===== config.mk =====
export PLATFORM = sky130hd
export DESIGN_NAME = text_renderer
export DESIGN_NICKNAME = d
export VERILOG_FILES = /design/src/rtl/text_pkg.sv /design/src/rtl/phase_divider.sv /design/src/rtl/text_renderer.sv
export SDC_FILE = /design/constraint.sdc
export NUM_CORES = 1
export LEC_CHECK = 0
export ABC_CLOCK_PERIOD_IN_PS = 1500
export CAP_MARGIN = 20
export CORE_UTILIZATION = 44
export DETAILED_ROUTE_END_ITERATION = 12
export PLACE_DENSITY = 0.74
export SYNTH_ARGS = -nofsm -noshare
export SYNTH_HDL_FRONTEND = slang
export SYNTH_SLANG_ARGS = --single-unit

===== constraint.sdc =====
create_clock -name clk -period 1.5 [get_ports clk]
set_clock_uncertainty 0.05 [all_clocks]
set_input_delay 0.375 -clock clk [delete_from_list [all_inputs] [get_ports clk]]
set_output_delay 0.375 -clock clk [all_outputs]
set_load 0.02 [all_outputs]

===== src/rtl/text_pkg.sv =====
// Shared widths, cursor-style encodings, the character-attribute record and
// the per-pixel shading rule used by the text renderer.
package text_pkg;

    localparam int DEF_COLOR_BITS    = 3;
    localparam int DEF_CHAR_WIDTH    = 8;
    localparam int DEF_BLINK_FRAMES  = 32;
    localparam int DEF_CURSOR_FRAMES = 16;

    localparam int CURSOR_BLOCK     = 0;
    localparam int CURSOR_UNDERLINE = 1;

    typedef struct packed {
        logic [DEF_COLOR_BITS-1:0] fg;
        logic [DEF_COLOR_BITS-1:0] bg;
        logic                      blink;
        logic                      invert;
        logic                      cursor_here;
    } char_attr_t;

    // Ordering matters: blink blanks first, invert flips, the cursor goes on top.
    function automatic logic shade_pixel(
        input logic raw,
        input logic blink,
        input logic blink_phase,
        input logic invert,
        input logic cursor_here,
        input logic cursor_phase,
        input logic last_row,
        input logic underline
    );
        logic p;
        p = raw;
        if (blink && !blink_phase) begin
            p = 1'b0;
        end
        if (invert) begin
            p = ~p;
        end
        if (cursor_here && cursor_phase) begin
            if (underline) begin
                if (last_row) begin
                    p = 1'b1;
                end
            end else begin
                p = ~p;
            end
        end
        return p;
    endfunction

endpackage


===== src/rtl/phase_divider.sv =====
// Frame-tick divider: toggles a visibility phase every N ticks, starting visible.
module phase_divider #(
    parameter int N = 1
) (
    input  logic clk,
    input  logic reset_button,
    input  logic tick,
    output logic phase
);

    localparam int CW = (N > 1) ? $clog2(N) : 1;
    localparam logic [CW-1:0] LAST = CW'(N - 1);

    logic [CW-1:0] count_reg;
    logic          phase_reg;

    always_ff @(posedge clk or negedge reset_button) begin
        if (!reset_button) begin
            count_reg <= '0;
            phase_reg <= 1'b1;
        end else if (tick) begin
            if (count_reg == LAST) begin
                count_reg <= '0;
                phase_reg <= ~phase_reg;
            end else begin
                count_reg <= count_reg + 1'b1;
            end
        end
    end

    assign phase = phase_reg;

endmodule


===== src/rtl/text_renderer.sv =====
// Character-cell pixel renderer: latches one glyph row plus attributes per
// character and turns the selected column into a registered DAC colour.
module text_renderer
    import text_pkg::*;
#(
    parameter int  COLOR_BITS    = DEF_COLOR_BITS,
    parameter int  CHAR_WIDTH    = DEF_CHAR_WIDTH,
    parameter int  BLINK_FRAMES  = DEF_BLINK_FRAMES,
    parameter int  CURSOR_FRAMES = DEF_CURSOR_FRAMES,
    parameter int  CURSOR_MODE   = CURSOR_BLOCK,
    localparam int XW            = (CHAR_WIDTH > 1) ? $clog2(CHAR_WIDTH) : 1
) (
    input  logic                  clk,
    input  logic                  reset_button,
    input  logic                  load_char,
    input  logic [CHAR_WIDTH-1:0] row_pixels,
    input  logic [COLOR_BITS-1:0] foreground,
    input  logic [COLOR_BITS-1:0] background,
    input  logic                  blink,
    input  logic                  invert,
    input  logic                  cursor_here,
    input  logic                  last_row,
    input  logic [XW-1:0]         xchar,
    input  logic                  drawing,
    input  logic                  frame_start,
    output logic [COLOR_BITS-1:0] dac,
    output logic                  blink_phase,
    output logic                  cursor_phase
);

    localparam logic UNDERLINE = (CURSOR_MODE == CURSOR_UNDERLINE);

    logic [CHAR_WIDTH-1:0] row_reg;
    logic [COLOR_BITS-1:0] fg_reg;
    logic [COLOR_BITS-1:0] bg_reg;
    logic                  blink_reg;
    logic                  invert_reg;
    logic                  cursor_reg;
    logic                  last_row_reg;

    logic                  raw_pixel;
    logic                  pixel_next;
    logic [COLOR_BITS-1:0] color_next;
    logic [COLOR_BITS-1:0] dac_reg;

    // The incoming character only becomes active after this edge, so the
    // pixel produced in a load cycle still belongs to the previous character.
    always_ff @(posedge clk or negedge reset_button) begin
        if (!reset_button) begin
            row_reg      <= '0;
            fg_reg       <= '0;
            bg_reg       <= '0;
            blink_reg    <= 1'b0;
            invert_reg   <= 1'b0;
            cursor_reg   <= 1'b0;
            last_row_reg <= 1'b0;
        end else if (load_char) begin
            row_reg      <= row_pixels;
            fg_reg       <= foreground;
            bg_reg       <= background;
            blink_reg    <= blink;
            invert_reg   <= invert;
            cursor_reg   <= cursor_here;
            last_row_reg <= last_row;
        end
    end

    phase_divider #(
        .N (BLINK_FRAMES)
    ) u_blink_div (
        .clk          (clk),
        .reset_button (reset_button),
        .tick         (frame_start),
        .phase        (blink_phase)
    );

    phase_divider #(
        .N (CURSOR_FRAMES)
    ) u_cursor_div (
        .clk          (clk),
        .reset_button (reset_button),
        .tick         (frame_start),
        .phase        (cursor_phase)
    );

    // Columns past the glyph width (non power-of-two cells) read as unlit.
    always_comb begin
        raw_pixel = 1'b0;
        if (int'(xchar) < CHAR_WIDTH) begin
            raw_pixel = row_reg[xchar];
        end
    end

    always_comb begin
        pixel_next = shade_pixel(raw_pixel, blink_reg, blink_phase, invert_reg,
                                 cursor_reg, cursor_phase, last_row_reg, UNDERLINE);
    end

    genvar gi;
    generate
        for (gi = 0; gi < COLOR_BITS; gi++) begin : g_color
            assign color_next[gi] = drawing & (pixel_next ? fg_reg[gi] : bg_reg[gi]);
        end
    endgenerate

    always_ff @(posedge clk or negedge reset_button) begin
        if (!reset_button) begin
            dac_reg <= '0;
        end else begin
            dac_reg <= color_next;
        end
    end

    assign dac = dac_reg;

endmodule


==> results.toml <==
[global_routing]
grt_max_degree = 32
grt_pass1_vias = 1007
overflow = 0
grtUsageTotal_pct = 17.65
grt_pass1_wl_um = 4271
antenna_found_initial = 0

[finish]
diodes = 0
largest_register_ff_count = 8
drive_above_1_share_pct = 28.48
synthToLayoutAreaGrowth_pct = 35.32
final_nets = 179
fin_cells = 195
fill_cells = 254

[clock_network]
cts_max_level = 2
cts_tree = "yes"
clk_pin_slew_ns = 0.10
clock_latency_ns = 0.34
clockBufferDepth = 2
clock-sinks = 31
cts-root-buf = "clkbuf_4"
numCtsBuffers = 5
post_cts_buffers = 0

[power_and_ir_drop]
clkPwrFrac_pct = 26.4
power_switching_uw = 741.3
p_leak_nw = 0.8379
p_seq_share_pct = 45.8
p_comb_share_pct = 27.8
internal_power_mw = 1.840
vdd_drop_max_mv = 0.8922
p_sw_share_pct = 28.72
p_per_area_nw_per_um2 = 1374

[floorplanning]
start_util_pct = 45.87
die_area_um2 = 3385
die_y_um = 58.18
coreArea_um2 = 3028
rows = 20
die_x_um = 58.18
io_pins = 31

[setup_path]
end_kind = "register"
cp_max_fo = 3
worstReg2RegStart = "row_reg[7]"
start_kind = "register"
crit_arrival_ns = 1.73
ff2ff_setup_slack_ns = -0.02
reg2reg_to = "dac[2]"
r2r_cells = 5
worst-setup-path-type = "register to register"
required_ns = 1.71

[routing]
num_vias = 963
met3_length_um = 162
drc = 0
wl_um = 2436
top_layer = "met4"
first_pass_iters = 4
wl_per_cell_um = 12.49
drt-met1-wl_um = 1023
viasPerCell = 4.938
ant_nets = 0
wl_met2_um = 1185
drtIter0Drc = 12

[sta]
worst_pin_slew_ns = 0.2902
final.min_clock_period_ns = 1.515
rsz0062_at_grt = "yes"
relSlewSlack_pct = 80.66
finalHoldViolations = 0
slew_violations = 0
fmax_mhz = 660.0
fin_ws_ns = -0.01512
hold_slack_ns = 0.3406
post-route-period-util_pct = 101.0
setup_viol = 3

[synth]
yosysWarnings = 0
syn_inst = 110
ys_types = 24
syn_area_per_cell_um2 = 12.63
synth_top_area_share_pct = 52.25
syn_nets = 139
yosys_register_bits = 31
synth.largest_area_cell = "dfrtp_1"
synthTopCellsByArea = "dfrtp_1 (52%), mux2_2 (15%), mux2i_1 (6.5%)"
yosysSeqAreaShare_pct = 56.04
synth_area_um2 = 1389

[outcome]
status = "finished, violations left"
violations = "setup timing"

[placement]
globalplace.congestion = 0.7439
dp_cells = 187
dp_hpwl_um = 1746
io_buffers = 29

[worst_hold_path]
hold_class = "input port to asynchronous set/reset pin"

[job]
drv_cap = 0
-- power groups by stage --
stage	clock (mW)	combinational, mW	sequential, mW
after global routing	0.734	0.808	1.21
after global placement	0	0.721	1.19
after floorplan	0	0.376	1.25
final	0.680	0.718	1.18
after CTS	0.712	0.715	1.18
after detailed placement	0	0.756	1.20
-- timing repair --
| action | in CTS | in global routing |
|---|---|---|
| resized for setup | 14 | 5 |
| pin swaps | 2 | 1 |
| setup endpoints to repair | 8 | 8 |
| hold buffers | 0 | 0 |
-- cell families after synthesis --
kind of cell | Yosys count | synth area share [%]
adder cells (fa/ha/maj) | 3 | 2.703
flip-flops | 31 | 56.04
multiplexers | 27 | 21.08
AO/OA/AOI/OAI | 11 | 4.955
XOR/XNOR | 5 | 3.694
buffers and inverters | 7 | 1.982
AND/OR/NAND/NOR | 26 | 9.550
-- metal layers --
layer | vias to the layer above | track usage (%)
met5 | - | 0
met4 | 0 | 12.24
met3 | 7 | 5.134
met2 | 27 | 28.74
met1 | 464 | 19.94
li1 | 465 | -
-- stage by stage --
stage	TNS [ns]	cell area [um2]	power (mW)	worst slack [ns]	util, %
after floorplan	0	1389	1.621	0.04727	-
after global placement	-2.833	1803	1.910	-0.5885	59.55
after detailed placement	-3.177	1803	1.953	-0.6585	59.55
after CTS	-0.1260	1872	2.608	-0.04946	61.82
after global routing	-0.3922	1879	2.755	-0.1391	62.07
final	-0.03689	1879	2.581	-0.01512	62.07
-- how the worst max path moves through the flow --
stage	start	endpoint	slack (ns)	cells after the start
finish	row_reg[7]	dac[2]	-0.02	5
global route	row_reg[3]	dac[0]	-0.14	5
detailed placement	xchar[0]	dac[2]	-0.66	6
floorplan	xchar[0]	dac[0]	0.05	5
global placement	xchar[0]	dac[1]	-0.59	6
CTS	row_reg[3]	dac[2]	-0.05	5
-- Yosys cell counts --
library cell / instances
buf_2: 1
xor2_1: 1
nand2_1: 14
nor3b_2: 1
a21oi_1: 2
nor3b_1: 1
and3_1: 1
nand3_1: 2
mux2i_1: 9
o21ai_0: 6
dfstp_2: 2
o22ai_1: 2
ha_1: 3
o32ai_2: 1
xnor2_2: 1
nand2b_1: 3
nor3_1: 1
nand3b_1: 1
inv_1: 3
mux2_2: 18
dfrtp_1: 29
nand4_1: 2
xnor2_1: 3
clkbuf_1: 3
-- critical path: stages, from the launching register on --
cell and delay [ns]:
dfrtp_1 0.39, mux2i_1 0.15, o22ai_1 0.10, o32ai_2 0.34
xnor2_2 0.20, mux2i_1 0.22
-- layout by cell type, fill, tap and decap left out, types with 2 or more instances in the layout --
cell	count
nand2_1	14
buf_4	7
dfrtp_1	29
xnor2_1	3
o21ai_0	4
nand4_1	2
inv_1	3
o21ai_1	2
o22ai_1	2
ha_2	2
mux2_2	18
nand2b_1	3
buf_12	2
dlygate4sd2_1	6
nand3_1	2
a21oi_1	2
dfstp_2	2
mux2i_1	9
clkdlybuf4s50_1	21
clkbuf_4	5
-- cell type report --
cell class / count / area (um2) / share of cell area, %
flip-flops and latches: 31 / 778.2 / 41.41
multi-input cells: 72 / 588.1 / 31.29
repair buffers: 37 / 360.3 / 19.17
well taps: 44 / 55.05 / 2.929
clock buffers: 6 / 51.30 / 2.730
clock inverters: 2 / 35.03 / 1.864
inverters: 3 / 11.26 / 0.5992
(Power assumes the default switching activity.)
